### config.mk
export PLATFORM = sky130hd
export DESIGN_NAME = i2c_seg_target
export DESIGN_NICKNAME = d
export VERILOG_FILES = /design/src/rtl/i2c_seg_target.sv
export SDC_FILE = /design/constraint.sdc
export NUM_CORES = 1
export LEC_CHECK = 0
export CORE_UTILIZATION = 55
export CTS_CLUSTER_DIAMETER = 40
export DETAILED_ROUTE_END_ITERATION = 8
export GPL_ROUTABILITY_DRIVEN = 0
export PLACE_DENSITY = 0.89
export SYNTH_ARGS = -nofsm -noshare
export SYNTH_HDL_FRONTEND = slang
export SYNTH_SLANG_ARGS = --single-unit
### constraint.sdc
create_clock -name clk_100 -period 8.4 [get_ports clk_100]
set_clock_uncertainty 0.2 [all_clocks]
set_input_delay 2.52 -clock clk_100 [delete_from_list [all_inputs] [get_ports clk_100]]
set_output_delay 2.52 -clock clk_100 [all_outputs]
set_load 0.03 [all_outputs]
### src/rtl/i2c_seg_target.sv
`timescale 1ns/1ps
// I2C write-only target for the segment display link: oversamples SCL/SDA, ACKs its
// own address and latches pointer-addressed data bytes into a local register bank.
module i2c_seg_target #(
    parameter logic [6:0] DEV_ADDR    = 7'h38,
    parameter int         NUM_REGS    = 8,
    parameter int         SYNC_STAGES = 2,
    localparam int        AW          = $clog2(NUM_REGS)
) (
    input  logic                  clk_100,
    input  logic                  reset,
    input  logic                  scl_i,
    input  logic                  sda_i,
    output logic                  sda_oe,
    output logic                  wr_strobe,
    output logic [AW-1:0]         wr_addr,
    output logic [7:0]            wr_data,
    output logic [8*NUM_REGS-1:0] regs_flat,
    output logic                  busy,
    output logic [7:0]            nack_cnt
);
    typedef enum logic [2:0] {
        ST_IDLE     = 3'd0,
        ST_ADDR     = 3'd1,
        ST_ADDR_ACK = 3'd2,
        ST_PTR      = 3'd3,
        ST_PTR_ACK  = 3'd4,
        ST_DATA     = 3'd5,
        ST_DATA_ACK = 3'd6,
        ST_IGNORE   = 3'd7
    } state_t;

    logic [SYNC_STAGES-1:0]   scl_sync_r, sda_sync_r;
    logic                     scl_prev_r, sda_prev_r;
    logic                     scl_s, sda_s, scl_rise_s, scl_fall_s, start_s, stop_s;
    state_t                   state_r, state_nxt_s;
    logic [2:0]               bit_cnt_r, bit_cnt_nxt_s;
    logic [7:0]               shift_r, shift_nxt_s, byte_s;
    logic                     ack_phase_r, ack_phase_nxt_s;
    logic [AW-1:0]            ptr_r, ptr_nxt_s;
    logic                     addressed_r, addressed_nxt_s;
    logic                     sda_oe_r, sda_oe_nxt_s;
    logic                     busy_r, busy_nxt_s;
    logic                     commit_s, nack_inc_s;
    logic                     wr_strobe_r;
    logic [AW-1:0]            wr_addr_r;
    logic [7:0]               wr_data_r, nack_cnt_r;
    logic [NUM_REGS-1:0][7:0] regs_r;

    // Bus line synchronizers plus the previous-value stage used for edge detection
    always_ff @(posedge clk_100 or posedge reset) begin
        if (reset) begin
            scl_sync_r <= {SYNC_STAGES{1'b1}};
            sda_sync_r <= {SYNC_STAGES{1'b1}};
            scl_prev_r <= 1'b1;
            sda_prev_r <= 1'b1;
        end else begin
            scl_sync_r <= {scl_sync_r[SYNC_STAGES-2:0], scl_i};
            sda_sync_r <= {sda_sync_r[SYNC_STAGES-2:0], sda_i};
            scl_prev_r <= scl_sync_r[SYNC_STAGES-1];
            sda_prev_r <= sda_sync_r[SYNC_STAGES-1];
        end
    end

    assign scl_s      = scl_sync_r[SYNC_STAGES-1];
    assign sda_s      = sda_sync_r[SYNC_STAGES-1];
    assign scl_rise_s = scl_s & ~scl_prev_r;
    assign scl_fall_s = ~scl_s & scl_prev_r;
    // SDA may only move while SCL is stable high for a START/STOP to count
    assign start_s    = scl_s & scl_prev_r & sda_prev_r & ~sda_s;
    assign stop_s     = scl_s & scl_prev_r & ~sda_prev_r & sda_s;
    assign byte_s     = {shift_r[6:0], sda_s};

    // Next-state, shift/count, pointer and ACK-drive decisions
    always_comb begin
        state_nxt_s     = state_r;
        bit_cnt_nxt_s   = bit_cnt_r;
        shift_nxt_s     = shift_r;
        ack_phase_nxt_s = ack_phase_r;
        ptr_nxt_s       = ptr_r;
        addressed_nxt_s = addressed_r;
        sda_oe_nxt_s    = 1'b0;
        commit_s        = 1'b0;
        nack_inc_s      = 1'b0;
        busy_nxt_s      = 1'b0;
        if (start_s) begin
            state_nxt_s     = ST_ADDR;
            bit_cnt_nxt_s   = 3'd0;
            ack_phase_nxt_s = 1'b0;
        end else if (stop_s) begin
            state_nxt_s     = ST_IDLE;
            bit_cnt_nxt_s   = 3'd0;
            ack_phase_nxt_s = 1'b0;
            addressed_nxt_s = 1'b0;
        end else begin
            case (state_r)
                ST_ADDR, ST_PTR, ST_DATA: begin
                    if (scl_rise_s) begin
                        shift_nxt_s   = byte_s;
                        bit_cnt_nxt_s = bit_cnt_r + 3'd1;
                        if (bit_cnt_r != 3'd7) begin
                            state_nxt_s = state_r;
                        end else if (state_r == ST_ADDR) begin
                            if (byte_s[7:1] == DEV_ADDR && byte_s[0] == 1'b0) begin
                                state_nxt_s     = ST_ADDR_ACK;
                                addressed_nxt_s = 1'b1;
                            end else begin
                                state_nxt_s     = ST_IGNORE;
                                addressed_nxt_s = 1'b0;
                                nack_inc_s      = 1'b1;
                            end
                        end else if (state_r == ST_PTR) begin
                            state_nxt_s = ST_PTR_ACK;
                            ptr_nxt_s   = byte_s[AW-1:0];
                        end else begin
                            state_nxt_s = ST_DATA_ACK;
                            commit_s    = 1'b1;
                            ptr_nxt_s   = ptr_r + AW'(1'b1);
                        end
                    end else begin
                        shift_nxt_s = shift_r;
                    end
                end
                ST_ADDR_ACK, ST_PTR_ACK, ST_DATA_ACK: begin
                    // phase 0 waits for the fall ending bit 8, phase 1 drives until the ACK clock ends
                    sda_oe_nxt_s = ack_phase_r;
                    if (scl_fall_s) begin
                        if (!ack_phase_r) begin
                            ack_phase_nxt_s = 1'b1;
                            sda_oe_nxt_s    = 1'b1;
                        end else begin
                            ack_phase_nxt_s = 1'b0;
                            sda_oe_nxt_s    = 1'b0;
                            state_nxt_s     = (state_r == ST_ADDR_ACK) ? ST_PTR : ST_DATA;
                        end
                    end else begin
                        ack_phase_nxt_s = ack_phase_r;
                    end
                end
                ST_IDLE, ST_IGNORE: begin
                    state_nxt_s = state_r;
                end
                default: begin
                    state_nxt_s = ST_IDLE;
                end
            endcase
        end
        case (state_nxt_s)
            ST_ADDR_ACK, ST_PTR, ST_PTR_ACK, ST_DATA, ST_DATA_ACK: busy_nxt_s = 1'b1;
            ST_ADDR: busy_nxt_s = addressed_nxt_s;
            default: busy_nxt_s = 1'b0;
        endcase
    end

    // FSM state and protocol bookkeeping registers
    always_ff @(posedge clk_100 or posedge reset) begin
        if (reset) begin
            state_r     <= ST_IDLE;
            bit_cnt_r   <= 3'd0;
            shift_r     <= 8'h00;
            ack_phase_r <= 1'b0;
            ptr_r       <= '0;
            addressed_r <= 1'b0;
            sda_oe_r    <= 1'b0;
            busy_r      <= 1'b0;
        end else begin
            state_r     <= state_nxt_s;
            bit_cnt_r   <= bit_cnt_nxt_s;
            shift_r     <= shift_nxt_s;
            ack_phase_r <= ack_phase_nxt_s;
            ptr_r       <= ptr_nxt_s;
            addressed_r <= addressed_nxt_s;
            sda_oe_r    <= sda_oe_nxt_s;
            busy_r      <= busy_nxt_s;
        end
    end

    // Register bank, commit port and NACK counter
    always_ff @(posedge clk_100 or posedge reset) begin
        if (reset) begin
            wr_strobe_r <= 1'b0;
            wr_addr_r   <= '0;
            wr_data_r   <= 8'h00;
            regs_r      <= '0;
            nack_cnt_r  <= 8'h00;
        end else begin
            wr_strobe_r <= commit_s;
            if (commit_s) begin
                wr_addr_r     <= ptr_r;
                wr_data_r     <= byte_s;
                regs_r[ptr_r] <= byte_s;
            end
            if (nack_inc_s && nack_cnt_r != 8'hFF) begin
                nack_cnt_r <= nack_cnt_r + 8'd1;
            end
        end
    end

    assign sda_oe    = sda_oe_r;
    assign wr_strobe = wr_strobe_r;
    assign wr_addr   = wr_addr_r;
    assign wr_data   = wr_data_r;
    assign regs_flat = regs_r;
    assign busy      = busy_r;
    assign nack_cnt  = nack_cnt_r;

endmodule

==> impl_metrics.tcl, run 1 <==
set metrics [dict create \
    clkTransAtPathRegs_ps 100 \
    vias_per_cell 5.64 \
    grt_pass1_wl_mm 15.7 \
    routed_wl_mm 9.71 \
    drt_first_pass_iters 4 \
    r2r_cells 8 \
    synthCells 350 \
    final_cells 538 \
    cts_hold_buffers 0 \
    rsz0062_at_grt "false" \
    design_area_um2 5690 \
    r2r-start "bit_cnt_r[0]$_DFFE_PP0P_" \
    diodes 0 \
    setup_viol 0 \
    num_vias 3036 \
    synth_edf_count 0 \
    nNetsFinal 440 \
    synth_area_per_cell_um2 13.0 \
    slowest_delay_ps 700 \
    cts.htree.levels 3 \
    crit_path_end_kind "output port" \
    place_ws_ps 3950 \
    max_slew_margin_pct 31.5 \
    fin_crit_sh_pct 50.3 \
    synth_fp_nets 358 \
    drive_above_1_share_pct 22.2 \
    hold_end "sda_sync_r[1]$_DFF_PP1_" \
    seq_area_frac_synth_pct 60.5 \
    io_buffers 89 \
    drv_cap 0 \
    postCtsResizedCells 0 \
    grt_max_degree 87 \
    tightest_slew_ps 1030 \
    dp_hpwl_mm 6.72 \
    hp-start "sda_sync_r[0]$_DFF_PP1_" \
    ys_warn_count 0 \
    hold_violations 0 \
    hp-class "reg2reg" \
    ys_ff_latch 110 \
    syn_area_um2 4570 \
    critPathArrivalTime_ps 1500 \
    crit_type "reg2out" \
    max-clock-path-buffers 2 \
    synth_ff_type "dfrtp_1" \
    hold_depth 0 \
    grt_pass1_vias 3026 \
    finalCriticalPeriod_ps 4220 \
    path_depth 1 \
    async_flop_share_pct 100 \
    grt_util_all_layers_pct 23.9 \
    startpoint "nack_cnt[2]$_DFFE_PP0P_" \
    cp_data_required_time_ps 5680 \
    initial_utilization_pct 57.9 \
    cts_root_buf "clkbuf_8" \
    syn2layout_area_growth_pct 24.6 \
    ir_worst_vdd_mv 0.106 \
    start_kind "flop" \
    drv_slew 0 \
    p_per_area_nw_per_um2 172 \
    antenna_found_initial 0 \
    drc 0 \
    cts_tree "built" \
    regArea_um2 2760 \
    final_common_cell "dfrtp_1" \
    overflow 0 \
    hold_ws_ps 161 \
    clock_latency_ps 360 \
    fin_ws_ps 4180 \
    pin_count 90 \
    die_w_um 93.1 \
    ant_nets 0 \
    reg2reg_to "regs_flat[16]$_DFFE_PP0P_" \
    final_cell_mix "dfrtp_1, clkdlybuf4s50_1, nand2_1" \
    tns_ps 0 \
    status "completed" \
    crit_buf_inv 1 \
    critical-path-top-delay-family "buffers and inverters" \
    r2r_slack_ps 5460 \
    chipHeight_um 93.1 \
    critPathMaxFanout 6 \
    rows 32 \
    clock-sinks 110 \
    placed_cell_area_um2 5510 \
    fillers 533 \
    path_cells "clkdlybuf4s50_1" \
    fp.dieArea_um2 8670 \
    core_area_um2 7890 \
    multi_input_area_um2 1700 \
    place_inst 523 \
    wl_per_cell_um 18.1 \
    max_freq_mhz 237 \
    synth_cell_type_count 51 \
    drtIter0Drc 223 \
    cts_setup_buffers 0 \
    cp_slowest_cell "clkdlybuf4s50_1" \
    cts_made_buffers 9 \
    p_leak_nw 2.73 \
]
[stage by stage]
step | power, W | util [%]
after floorplan | 0.000660 | -
after global placement | 0.000693 | 69.8
final | 0.000980 | 72.1
after CTS | 0.000987 | 72.1
after global routing | 0.00102 | 72.1
after detailed placement | 0.000701 | 69.8
[flip-flops by register name (all words and copies together) (netlist names)]
register     flops
sda_sync_r       2
ack_phase_r      1
ptr_r            3
wr_data          8
scl_prev_r       1
wr_strobe        1
bit_cnt_r        3
sda_oe           1
sda_prev_r       1
wr_addr          3
scl_sync_r       2
addressed_r      1
regs_flat       64
shift_r          7
busy             1
nack_cnt         8
state_r          3
[kinds of logic (layout without fill, tap and decap cells)]
| logic type | Yosys count | count (layout) | share of synthesized area [%] |
|---|---|---|---|
| multiplexers | 65 | 65 | 16.7 |
| flip-flops | 110 | 110 | 60.5 |
| AND/OR/NAND/NOR | 113 | 113 | 13.6 |
| AO/OA/AOI/OAI | 23 | 23 | 3.86 |
| buffers and inverters | 25 | 111 | 2.38 |
| XOR/XNOR | 10 | 10 | 1.92 |
| adder cells (fa/ha/maj) | 4 | 4 | 1.10 |
[synthesized netlist by cell type, drive strengths merged (4+ instances only)]
| cell type | n | share of area (%) |
|---|---|---|
| nand2 | 66 | 5.4 |
| and2 | 4 | 0.55 |
| inv | 5 | 0.41 |
| mux2 | 65 | 17 |
| ha | 4 | 1.1 |
| dfrtp | 104 | 57 |
| dfstp | 6 | 3.5 |
| and3 | 5 | 0.69 |
| xnor2 | 8 | 1.5 |
| nor2 | 7 | 0.58 |
| o21ai | 4 | 0.44 |
| clkbuf | 16 | 1.3 |
| nor4b | 4 | 1.4 |
| nand4 | 6 | 0.82 |
[report_power, final]
part / leakage (nW) / total (W) / switching (W) / internal (W)
Combinational: 1.13 / 0.0000626 / 0.0000335 / 0.0000291
Sequential: 1.51 / 0.000628 / 0.0000748 / 0.000554
Clock: 0.0882 / 0.000289 / 0.000177 / 0.000112
[how the worst max path moves through the flow]
stage	to	slack, ps
4_1_cts	nack_cnt[0]	4160
6_report	nack_cnt[2]	4180
3_5_place_dp	regs_flat[22]$_DFFE_PP0P_	3950
5_1_grt	nack_cnt[0]	4110
3_3_place_gp	regs_flat[20]$_DFFE_PP0P_	3980
2_1_floorplan	ack_phase_r$_DFFE_PP0P_	2790
[final cells by class]
cell class / count / share of cell area, %
repair buffers: 90 / 15.8
well taps: 102 / 2.24
flip-flops and latches: 110 / 48.5
clock inverters: 6 / 0.946
clock buffers: 9 / 2.18
inverters: 6 / 0.462
multi-input cells: 215 / 29.8
[layer usage]
metal / global-route usage, % / vias up / share of wire (%)
li1: - / 1376 / -
met1: 31.8 / 1555 / 43
met2: 39.4 / 88 / 51
met3: 3.17 / 17 / 3.7
met4: 10.8 / 0 / 2.4
met5: 0 / - / 0
Note: power is estimated with default switching activity, not from simulation.
==> run 2, diff against run 1 <==
--- a/config.mk
+++ b/config.mk
@@ -5,11 +5,11 @@
 export SDC_FILE = /design/constraint.sdc
 export NUM_CORES = 1
 export LEC_CHECK = 0
-export CORE_UTILIZATION = 55
+export CORE_UTILIZATION = 51
 export CTS_CLUSTER_DIAMETER = 40
 export DETAILED_ROUTE_END_ITERATION = 8
 export GPL_ROUTABILITY_DRIVEN = 0
-export PLACE_DENSITY = 0.89
+export PLACE_DENSITY = 0.84
 export SYNTH_ARGS = -nofsm -noshare
 export SYNTH_HDL_FRONTEND = slang
 export SYNTH_SLANG_ARGS = --single-unit
==> constraint.sdc (replaced) <==
create_clock -name clk_100 -period 4.2 [get_ports clk_100]
set_clock_uncertainty 0.2 [all_clocks]
set_input_delay 1.26 -clock clk_100 [delete_from_list [all_inputs] [get_ports clk_100]]
set_output_delay 1.26 -clock clk_100 [all_outputs]
set_load 0.03 [all_outputs]
==> run 2 against run 1 <==
- die area rose by 7.7%
- setup slack worse by 2900 ps
- non-clock buffer count stayed put
- first-iteration DRC count decreased by 38%
- combinational power up 100%
- global-route usage fell by 3.2 points
- core utilization decreased by 6.3 points
- register-to-register slack got worse by 4100 ps
- clock power is 100% higher
- cell count grew 1.1%
- power increased by 100%
- flip-flop and latch count did not move
==> impl_metrics.tcl, run 2 (same netlist as run 1, synthesis figures left out) <==
set metrics [dict create \
    status "completed" \
    clock_latency_ps 360 \
    grt_max_degree 111 \
    core_area_um2 8680 \
    antenna_found_initial 0 \
    die_w_um 96.6 \
    fin_crit_sh_pct 70.5 \
    diodes 0 \
    drtIter0Drc 138 \
    syn2layout_area_growth_pct 25.0 \
    comb_power_share_pct 6.4 \
    postCtsResizedCells 0 \
    cts_made_buffers 9 \
    grt_util_all_layers_pct 20.8 \
    fp.dieArea_um2 9330 \
    cp_data_required_time_ps 2740 \
    drive_above_1_share_pct 22.2 \
    p_sw_share_pct 29.3 \
    final_common_cell "dfrtp_1" \
    io_buffers 89 \
    hold_end "sda_sync_r[1]$_DFF_PP1_" \
    crit_buf_inv 1 \
    hp-class "reg2reg" \
    pin_count 90 \
    finalCriticalPeriod_ps 2960 \
    r2r_cells 8 \
    p_per_area_nw_per_um2 344 \
    cts_root_buf "clkbuf_8" \
    chipHeight_um 96.6 \
    drv_cap 0 \
    seq_power_share_pct 64.0 \
    reg2reg_to "regs_flat[22]$_DFFE_PP0P_" \
    max_freq_mhz 338 \
    critPathMaxFanout 5 \
    grt_pass1_wl_mm 15.4 \
    vias_per_cell 5.46 \
    r2r-start "bit_cnt_r[0]$_DFFE_PP0P_" \
    r2r_slack_ps 1340 \
    cts.htree.levels 3 \
    clock-sinks 110 \
    max-clock-path-buffers 2 \
    cp_slowest_cell "clkdlybuf4s50_1" \
    start_kind "flop" \
    crit_type "reg2out" \
    cts_setup_buffers 0 \
    setup_viol 0 \
    largest_register_ffs 64 \
    grt_pass1_vias 2945 \
    num_vias 2971 \
    routed_wl_mm 9.21 \
    clkTransAtPathRegs_ps 100 \
    max_slew_margin_pct 53.7 \
    hp-start "sda_sync_r[0]$_DFF_PP1_" \
    p_switching_w 0.000576 \
    ir_worst_vdd_mv 0.216 \
    path_cells "clkdlybuf4s50_1" \
    drc 0 \
    final_cell_mix "dfrtp_1, clkdlybuf4s50_1, nand2_1" \
    crit_path_end_kind "output port" \
    p_int_w 0.00139 \
    ant_nets 0 \
    p_leak_nw 2.73 \
    cts_tree "built" \
    hold_violations 0 \
    cts_hold_buffers 0 \
    rsz0062_at_grt "false" \
    wl_per_cell_um 16.9 \
    dp_hpwl_mm 6.27 \
    overflow 0 \
    hold_ws_ps 160 \
    clkPwrFrac_pct 29.6 \
    drt_first_pass_iters 4 \
    drv_slew 0 \
    initial_utilization_pct 52.6 \
    hold_depth 0 \
    slowest_delay_ps 700 \
    tns_ps 0 \
    rows 34 \
    critical-path-top-delay-family "buffers and inverters" \
    critPathArrivalTime_ps 1500 \
    tightest_slew_ps 690 \
    nNetsFinal 440 \
]
==> run 2: cell type report <==
type | instances | area (um^2)
inverters | 6 | 27.5
fillers | 674 | 2970
clock inverters | 6 | 53.8
clock buffers | 9 | 124
multi-input cells | 215 | 1700
well taps | 108 | 135
repair buffers | 90 | 911
flip-flops and latches | 110 | 2760
==> run 2: how the worst max path moves through the flow <==
stage / cells after the start / slack (ps) / end / startpoint
2_1_floorplan: 1 / 1420 / ack_phase_r$_DFFE_PP0P_ / reset
3_5_place_dp: 8 / 1330 / regs_flat[22]$_DFFE_PP0P_ / bit_cnt_r[0]$_DFFE_PP0P_
6_report: 1 / 1240 / nack_cnt[0] / nack_cnt[0]$_DFFE_PP0P_
5_1_grt: 8 / 1150 / regs_flat[22]$_DFFE_PP0P_ / bit_cnt_r[0]$_DFFE_PP0P_
3_3_place_gp: 8 / 1420 / regs_flat[17]$_DFFE_PP0P_ / bit_cnt_r[0]$_DFFE_PP0P_
4_1_cts: 1 / 1220 / nack_cnt[2] / nack_cnt[2]$_DFFE_PP0P_
==> run 2: stage by stage <==
| step | setup WS [ps] | instances | util, % | instance area [um^2] | power [W] |
|---|---|---|---|---|---|
| floorplan | 1420 | 350 | - | 4570 | 0.00132 |
| CTS | 1220 | 544 | 65.8 | 5710 | 0.00198 |
| global route | 1150 | 544 | 65.8 | 5710 | 0.00206 |
| detailed placement | 1330 | 529 | 63.7 | 5530 | 0.00141 |
| global placement | 1420 | 529 | 63.7 | 5530 | 0.00139 |
| finish | 1240 | 544 | 65.8 | 5710 | 0.00197 |
==> run 2: power by group through the flow <==
stage               Clock (W)  Combinational (W)  Sequential (W)
floorplan                   0           0.000160         0.00116
global placement            0           0.000119         0.00127
detailed placement          0           0.000127         0.00128
CTS                  0.000597           0.000129         0.00126
global route         0.000640           0.000144         0.00127
finish               0.000581           0.000126         0.00126
==> run 2: per-layer routing <==
layer | GRT usage [%] | routed length [um] | up-vias | share of wire (%)
li1 | - | - | 1370 | -
met1 | 28.8 | 4150 | 1512 | 45
met2 | 33.0 | 4570 | 76 | 50
met3 | 3.32 | 349 | 13 | 3.8
met4 | 8.15 | 133 | 0 | 1.4
met5 | 0 | 0 | - | 0
==> run 3, diff against run 2 <==
--- a/config.mk
+++ b/config.mk
@@ -5,11 +5,11 @@
 export SDC_FILE = /design/constraint.sdc
 export NUM_CORES = 1
 export LEC_CHECK = 0
-export CORE_UTILIZATION = 51
+export CORE_UTILIZATION = 46
 export CTS_CLUSTER_DIAMETER = 40
 export DETAILED_ROUTE_END_ITERATION = 8
 export GPL_ROUTABILITY_DRIVEN = 0
-export PLACE_DENSITY = 0.84
+export PLACE_DENSITY = 0.8
 export SYNTH_ARGS = -nofsm -noshare
 export SYNTH_HDL_FRONTEND = slang
 export SYNTH_SLANG_ARGS = --single-unit
==> constraint.sdc (replaced) <==
create_clock -name clk_100 -period 2.7 [get_ports clk_100]
set_clock_uncertainty 0.2 [all_clocks]
set_input_delay 0.81 -clock clk_100 [delete_from_list [all_inputs] [get_ports clk_100]]
set_output_delay 0.81 -clock clk_100 [all_outputs]
set_load 0.03 [all_outputs]
==> run 3 against run 2 <==
- core utilization shrank 3.5 points
- via count shrank 0.50%
- non-clock buffer count grew 16
- cell count grew 6.8%
- critical path depth grew 7
- flip-flop and latch count is the same
==> impl_metrics.tcl, run 3 (same netlist as run 1, synthesis figures left out) <==
set metrics [dict create \
    final_cell_mix "dfrtp_1, clkdlybuf4s50_1, nand2_1" \
    crit_type "reg2reg" \
    rows 35 \
    ant_nets 0 \
    drive_above_1_share_pct 25.0 \
    fin_crit_sh_pct 94.7 \
    cts_made_buffers 9 \
    drt_first_pass_iters 4 \
    setup_viol 0 \
    fillers 722 \
    final_common_cell "dfrtp_1" \
    antenna_found_initial 0 \
    postCtsResizedCells 0 \
    drc 0 \
    cts_tree "built" \
    chipHeight_um 102 \
    diodes 0 \
    core_area_um2 9420 \
    dp_hpwl_mm 6.64 \
    design_area_um2 5860 \
    critPathMaxFanout 12 \
    crit_path_end_kind "flop" \
    cts_setup_buffers 0 \
    max-clock-path-buffers 2 \
    drtIter0Drc 103 \
    met3_usage_pct 3.24 \
    multi_input_area_um2 1700 \
    cts_hold_buffers 0 \
    p_per_area_nw_per_um2 532 \
    regArea_um2 2760 \
    fp.dieArea_um2 10300 \
    die_w_um 102 \
    grt_util_all_layers_pct 20.1 \
    cts.htree.levels 3 \
    finalCriticalPeriod_ps 2560 \
    rsz0062_at_grt "false" \
    tightest_slew_ps 607 \
    grt_max_degree 72 \
    clock-sinks 110 \
    tns_ps 0 \
    pin_count 90 \
    cp_data_required_time_ps 2770 \
    fin_ws_ps 143 \
    p_leak_nw 2.80 \
    grt_pass1_vias 2966 \
    start_kind "flop" \
    drv_slew 0 \
    drv_cap 0 \
    place_ws_ps 155 \
    initial_utilization_pct 48.5 \
    io_buffers 89 \
    busiest_layer "met2" \
    grt_pass1_wl_mm 15.5 \
    gr-usage-met2_pct 33.2 \
    use_met1_pct 26.8 \
    clkTransAtPathRegs_ps 110 \
    cts_root_buf "clkbuf_8" \
    overflow 0 \
    clock_latency_ps 370 \
    ir_worst_vdd_mv 0.280 \
    syn2layout_area_growth_pct 28.3 \
    wl_per_cell_um 16.5 \
    num_vias 2956 \
    nNetsFinal 456 \
    critPathArrivalTime_ps 2630 \
    max_freq_mhz 391 \
    status "completed" \
    hold_violations 0 \
    routed_wl_mm 9.59 \
    vias_per_cell 5.09 \
    largest_register_ffs 64 \
    placed_cell_area_um2 5680 \
    hp-class "reg2reg" \
    max_slew_margin_pct 59.5 \
]
run 3: changes by cell type in the layout (fill, tap and decap cells not counted), sizes merged:
cell	previous run	this run
buf	1	17
clkinvlp	2	4
inv	7	6
clkinv	3	2
run 3: area by class of cell:
class,instances,area share [%]
Clock buffer,9,2.11
Clock inverter,6,1.00
Inverter,6,0.470
Multi-Input combinational cell,215,29.0
Sequential cell,110,47.1
Tap cell,129,2.75
Timing Repair Buffer,106,17.6
run 3: per-layer routing:
metal | vias up | routed length [um]
met4 | 0 | 138
met5 | - | 0
met3 | 11 | 355
li1 | 1403 | -
met2 | 72 | 4790
met1 | 1470 | 4310
run 3: worst paths after layout:
check	start	to	slack [ps]	depth (start not counted)
hold / removal	sda_sync_r[0]$_DFF_PP1_	sda_sync_r[1]$_DFF_PP1_	160	0
setup / recovery	bit_cnt_r[0]$_DFFE_PP0P_	regs_flat[23]$_DFFE_PP0P_	140	8
hold reg to reg	sda_sync_r[0]$_DFF_PP1_	sda_sync_r[1]$_DFF_PP1_	160	0
min in group asynchronous	reset	wr_addr[0]$_DFFE_PP0P_	680	3
setup reg to reg	bit_cnt_r[0]$_DFFE_PP0P_	regs_flat[23]$_DFFE_PP0P_	140	8
max in group asynchronous	reset	sda_prev_r$_DFF_PP1_	1170	3
run 3: report_power, final:
| group | internal [W] | total [W] | switching (W) |
|---|---|---|---|
| registers | 0.00172 | 0.00185 | 0.000125 |
| clock network | 0.000348 | 0.000920 | 0.000572 |
| logic | 0.000131 | 0.000347 | 0.000216 |
run 3: worst max-delay path: stages (launching register included):
cell and delay (ps):
dfrtp_1 380, ha_1 160, ha_1 150, and4b_2 380, nand3_4 110, clkinv_2 100
nand2_1 60, or3_1 540, mux2_4 370
run 3: stage by stage:
| step | hold WS [ps] | util, % | cells | total power (W) |
|---|---|---|---|---|
| 2_1_floorplan | 145 | - | 350 | 0.00205 |
| 4_1_cts | 162 | 62.2 | 581 | 0.00314 |
| 5_1_grt | 168 | 62.2 | 581 | 0.00325 |
| 6_report | 162 | 62.2 | 581 | 0.00311 |
| 3_3_place_gp | 147 | 60.3 | 566 | 0.00222 |
| 3_5_place_dp | 147 | 60.3 | 566 | 0.00223 |
